### src/rtl/counter_pkg.sv
// Shared types and elaboration helpers for the programmable counter family.
package counter_pkg;

    typedef enum logic {
        CNT_WRAP = 1'b0,
        CNT_SAT  = 1'b1
    } cnt_mode_e;

    // Prescaler register width: enough bits for 0..prescale-1, never narrower than 1.
    function automatic int prescale_w(input int prescale);
        return (prescale <= 2) ? 1 : $clog2(prescale);
    endfunction

    function automatic bit params_ok(input int width, input int prescale);
        return (width >= 2) && (width <= 64) && (prescale >= 1) && (prescale <= 65535);
    endfunction

endpackage

### src/rtl/counter_prescaler.sv
// Enable prescaler: emits one step every PRESCALE enabled cycles; clr restarts the count.
module counter_prescaler
    import counter_pkg::*;
#(
    parameter int PRESCALE = 1
) (
    input  logic clk,
    input  logic rst,
    input  logic en,
    input  logic clr,
    output logic step
);

    generate
        if (PRESCALE == 1) begin : g_direct
            logic unused_in;
            assign unused_in = ^{clk, rst, clr};
            assign step      = en;
        end else begin : g_div
            localparam int PW = prescale_w(PRESCALE);
            localparam logic [PW-1:0] LAST = PW'(PRESCALE - 1);

            logic [PW-1:0] pcnt;

            // en low freezes the partial count rather than restarting it
            always_ff @(posedge clk or posedge rst) begin
                if (rst) begin
                    pcnt <= '0;
                end else if (clr) begin
                    pcnt <= '0;
                end else if (en) begin
                    pcnt <= (pcnt == LAST) ? '0 : pcnt + PW'(1);
                end
            end

            assign step = en && (pcnt == LAST);
        end
    endgenerate

endmodule

### src/rtl/counter_prog.sv
// Programmable up/down counter with modulus, prescaler, wrap/saturate, tc pulse and sticky overflow.
module counter_prog
    import counter_pkg::*;
#(
    parameter int               WIDTH    = 32,
    parameter logic [WIDTH-1:0] MAX_VAL  = {WIDTH{1'b1}},
    parameter logic [WIDTH-1:0] INIT     = '0,
    parameter int               PRESCALE = 1
) (
    input  logic             clk,
    input  logic             rst,
    input  logic             en,
    input  logic             clr,
    input  logic             load,
    input  logic [WIDTH-1:0] load_val,
    input  logic             up_dn,
    input  logic             sat_mode,
    input  logic             ovf_clr,
    output logic [WIDTH-1:0] out,
    output logic             tc,
    output logic             ovf_sticky
);

    localparam logic [WIDTH:0] MAX_X     = {1'b0, MAX_VAL};
    localparam logic [WIDTH:0] RANGE_TOP = {1'b1, {WIDTH{1'b0}}};

    generate
        if (!params_ok(WIDTH, PRESCALE)) begin : g_bad_params
            $error("counter_prog: WIDTH must be 2..64 and PRESCALE 1..65535");
        end
        if (INIT > MAX_VAL) begin : g_bad_init
            $error("counter_prog: INIT exceeds MAX_VAL");
        end
        if ({1'b0, MAX_VAL} >= RANGE_TOP) begin : g_bad_max
            $error("counter_prog: MAX_VAL does not fit in WIDTH bits");
        end
    endgenerate

    function automatic logic [WIDTH-1:0] clamp_max(input logic [WIDTH-1:0] v);
        return (v > MAX_VAL) ? MAX_VAL : v;
    endfunction

    logic           step;
    logic           boundary;
    logic [WIDTH:0] out_x;
    logic [WIDTH:0] nxt_x;
    logic           unused_msb;
    cnt_mode_e      mode;

    counter_prescaler #(
        .PRESCALE(PRESCALE)
    ) u_prescaler (
        .clk (clk),
        .rst (rst),
        .en  (en),
        .clr (clr | load),
        .step(step)
    );

    // One extra bit keeps out+1 exact when MAX_VAL is the full range.
    always_comb begin
        out_x    = {1'b0, out};
        nxt_x    = out_x;
        boundary = 1'b0;
        mode     = cnt_mode_e'(sat_mode);
        if (clr) begin
            nxt_x = '0;
        end else if (load) begin
            nxt_x = {1'b0, clamp_max(load_val)};
        end else if (step) begin
            if (up_dn) begin
                boundary = (out_x == MAX_X);
                if (boundary) nxt_x = (mode == CNT_SAT) ? MAX_X : '0;
                else          nxt_x = out_x + (WIDTH+1)'(1);
            end else begin
                boundary = (out_x == '0);
                if (boundary) nxt_x = (mode == CNT_SAT) ? '0 : MAX_X;
                else          nxt_x = out_x - (WIDTH+1)'(1);
            end
        end
    end

    assign unused_msb = nxt_x[WIDTH];

    always_ff @(posedge clk or posedge rst) begin
        if (rst) begin
            out        <= INIT;
            tc         <= 1'b0;
            ovf_sticky <= 1'b0;
        end else begin
            out        <= nxt_x[WIDTH-1:0];
            tc         <= boundary;
            ovf_sticky <= boundary | (ovf_sticky & ~ovf_clr);
        end
    end

endmodule

### config.mk
export PLATFORM = sky130hd
export DESIGN_NAME = counter_prog
export DESIGN_NICKNAME = d
export VERILOG_FILES = /design/src/rtl/counter_pkg.sv /design/src/rtl/counter_prescaler.sv /design/src/rtl/counter_prog.sv
export SDC_FILE = /design/constraint.sdc
export NUM_CORES = 1
export LEC_CHECK = 0
export BUFFER_PORTS_ARGS = -buffer_cell sky130_fd_sc_hd__clkbuf_2
export CORE_MARGIN = 5
export CORE_UTILIZATION = 55
export DETAILED_ROUTE_END_ITERATION = 6
export GPL_ROUTABILITY_DRIVEN = 0
export GPL_TIMING_DRIVEN = 0
export PLACE_DENSITY = 0.81
export SETUP_SLACK_MARGIN = 0.2
export SYNTH_ARGS = -nofsm -noshare
export SYNTH_HDL_FRONTEND = slang
export SYNTH_SLANG_ARGS = --single-unit
### constraint.sdc
create_clock -name clk -period 4 [get_ports clk]
set_clock_uncertainty 0.2 [all_clocks]
set_input_delay 0.8 -clock clk [delete_from_list [all_inputs] [get_ports clk]]
set_output_delay 0.8 -clock clk [all_outputs]
set_load 0.01 [all_outputs]
==> impl_metrics.toml <==
[power_and_ir_drop]
total_power_mw = 1.01
power_density_nw_per_um2 = 263
irDropWorstVdd_mv = 0.159
p_leak_nw = 1.62

[drt]
drt-initial-drc-count = 637
antenna_left = 0
vias_per_cell = 6.94
routed_wl_mm = 11.1
drt_pass1_iterations = 7
vias = 3909
drc_errors = 1
wl_per_cell_um = 19.6

[global_routing]
grt.total_usage = 0.297
grt_pass1_vias = 3654
grt_max_degree = 35
overflow = 0
grt_pass1_wl_mm = 18.2
antenna_found_initial = 0

[clock_tree]
post_cts_resized = 0
clock_latency_ns = 0.30
path_clk_slew_ns = 0.07
numCtsBuffers = 5
h-tree-depth = 2
clkSinkCount = 34
cts_buffer_depth = 2
cts_tree = "yes"
root_buffer = "clkbuf_8"
cts_hold_buf = 0
cts_setup_buffers = 0

[timing]
drv_slew = 0
relSlewSlack = 0.323
min_period_ns = 3.28
tns_ns = 0
setup_violations = 0
timing.fmax_mhz = 305
rsz0062_at_grt = "no"
hold_ws_ns = 0.283
worstMarginPinSlew_ns = 1.01
hold_violations = 0
period_share = 0.821

[floorplanning]
die_area_um2 = 7690
io_pins = 74
floorplan.rows = 28
coreArea_um2 = 5890
die_x_um = 87.7
die_y_um = 87.7
initial_core_util = 0.564

[placed_design]
portBuffers = 72
hpwl_mm = 8.07
place_inst = 556
placed_area_um2 = 3770

[setup_path]
path_cells = "clkbuf_1 -> inv_1 -> ha_1 -> or4b_2 -> nor3_2 -> a31oi_4 -> clkbuf_1 -> o21ai_0 -> a221oi_1 -> nor3_1"
max_stage_delay_ns = 0.60
critPathLaunchType = "register"
cp_top_family = "simple AND/OR/NAND/NOR gates"
path_max_fanout = 10
crit_type = "register to register"
crit_buf_inv = 3
cpMostUsedCell = "clkbuf_1"
critPathSlowestCell = "or4b_2"
crit_required_ns = 4.01
crit_arrival_ns = 3.29
end_kind = "register"

[synth]
synth.most_common_cell = "dfrtp_1"
syn_inst = 409
synthFlopType = "dfrtp_1"
synth_top_area_cell = "dfrtp_1"
synthesis.area_um2 = 3320
synth_seq_cells = 34
post-synth-top-area-fraction = 0.256
synth_edf_count = 0
syn_nets = 452
ys.warnings.count = 0
yosysSeqAreaShare = 0.256
async_reset_ff_frac = 1.00
synthTopCellsByArea = "dfrtp_1 (26%), a221o_1 (7.5%), a21oi_1 (4.7%), nor2_1 (3.7%), o221ai_1 (3.4%)"
synth_common_cells = "dfrtp_1 (34), nor2_1 (33), a21oi_1 (31), a221o_1 (25), nand2_1 (24)"
avgSynthCellArea_um2 = 8.11
synth_cell_types = 67

[finish]
drive_above_1_share = 0.260
layout.cells.non_filler = 563
antenna_cells = 0
area_delta_synth_final_pct = 16.1
fin_nets = 531
final_cell_area_um2 = 3850

[outcome]
violations = "design-rule violations"
outcome = "finished, violations left"

[worst_hold_path]
hold_class = "register to register"

[job]
cap_violations = 0
## through the flow
stage / util / setup slack [ns]
floorplan: - / 1.08
global placement: 0.641 / 0.717
detailed placement: 0.641 / 0.739
CTS: 0.654 / 0.765
global route: 0.654 / 0.569
finish: 0.654 / 0.718
## cell type report
class | instances | area [um^2]
Sequential cell | 34 | 851
Inverter | 11 | 41.3
Buffer | 41 | 221
Timing Repair Buffer | 72 | 360
Clock buffer | 5 | 68.8
Multi-Input combinational cell | 323 | 2200
Tap cell | 75 | 93.8
Fill cell | 536 | 2030
Clock inverter | 2 | 10.0
## power breakdown
group / switching, mW / internal (mW) / total [mW]
registers: 0.0332 / 0.368 / 0.401
logic: 0.219 / 0.142 / 0.360
clock network: 0.134 / 0.117 / 0.251
total: 0.386 / 0.627 / 1.01
## path summary, 6_finish.rpt
kind | slack [ns] | to | cells past startpoint | start
setup / recovery | 0.72 | out[0] | 10 | out[0]
hold / removal | 0.28 | ovf_sticky | 1 | ovf_sticky
setup reg to reg | 0.72 | out[0] | 10 | out[0]
hold reg to reg | 0.28 | ovf_sticky | 1 | ovf_sticky
max in group asynchronous | 2.76 | out[28] | 2 | rst
min in group asynchronous | 0.39 | out[7] | 2 | rst
## per-layer routing
layer / vias up / part of all wire / global-route usage
met5: - / 0 / 0
met4: 0 / 0.031 / 0.116
met3: 48 / 0.13 / 0.0630
met2: 310 / 0.44 / 0.453
met1: 1784 / 0.40 / 0.411
li1: 1767 / - / -
## sequential cells by signal, indices dropped and copies added, names as in the netlist
| signal | cells |
|---|---|
| ovf_sticky | 1 |
| out | 32 |
| tc | 1 |
## layout by cell type (no fill, tap or decap), types with 3 or more instances in the layout
cell type,count
buf_4,3
a22oi_1,10
clkbuf_1,19
o21ai_0,9
ha_1,3
a21oi_1,31
xor2_1,8
or4_4,4
nand2_1,24
and3_1,11
a211oi_1,5
xnor2_1,4
and2_1,4
nand3_1,15
nor3_1,22
dfrtp_1,34
clkbuf_2,72
or2_2,4
clkbuf_8,5
a221oi_1,6
a31oi_1,3
nand4_1,14
o221ai_1,13
a221o_1,25
or3_1,4
o22ai_1,9
or4_1,7
and4_1,4
o31ai_1,3
buf_2,15
nor2_1,33
inv_1,10
nor4_1,8
## logic make-up after synthesis
group           share of synthesized area
mux                               0.00641
fa+ha+maj                          0.0113
compound gates                      0.302
buf+inv                            0.0792
simple gates                        0.313
xor+xnor                           0.0317
flops                               0.256
## worst register-to-register path, stage by stage (launching register included)
cell      delay [ns]
dfrtp_1         0.40
clkbuf_1        0.21
inv_1           0.13
ha_1            0.14
or4b_2          0.60
nor3_2          0.28
a31oi_4         0.23
clkbuf_1        0.38
o21ai_0         0.29
a221oi_1        0.10
nor3_1          0.23
No activity file was read; power rests on OpenSTA's default activity.
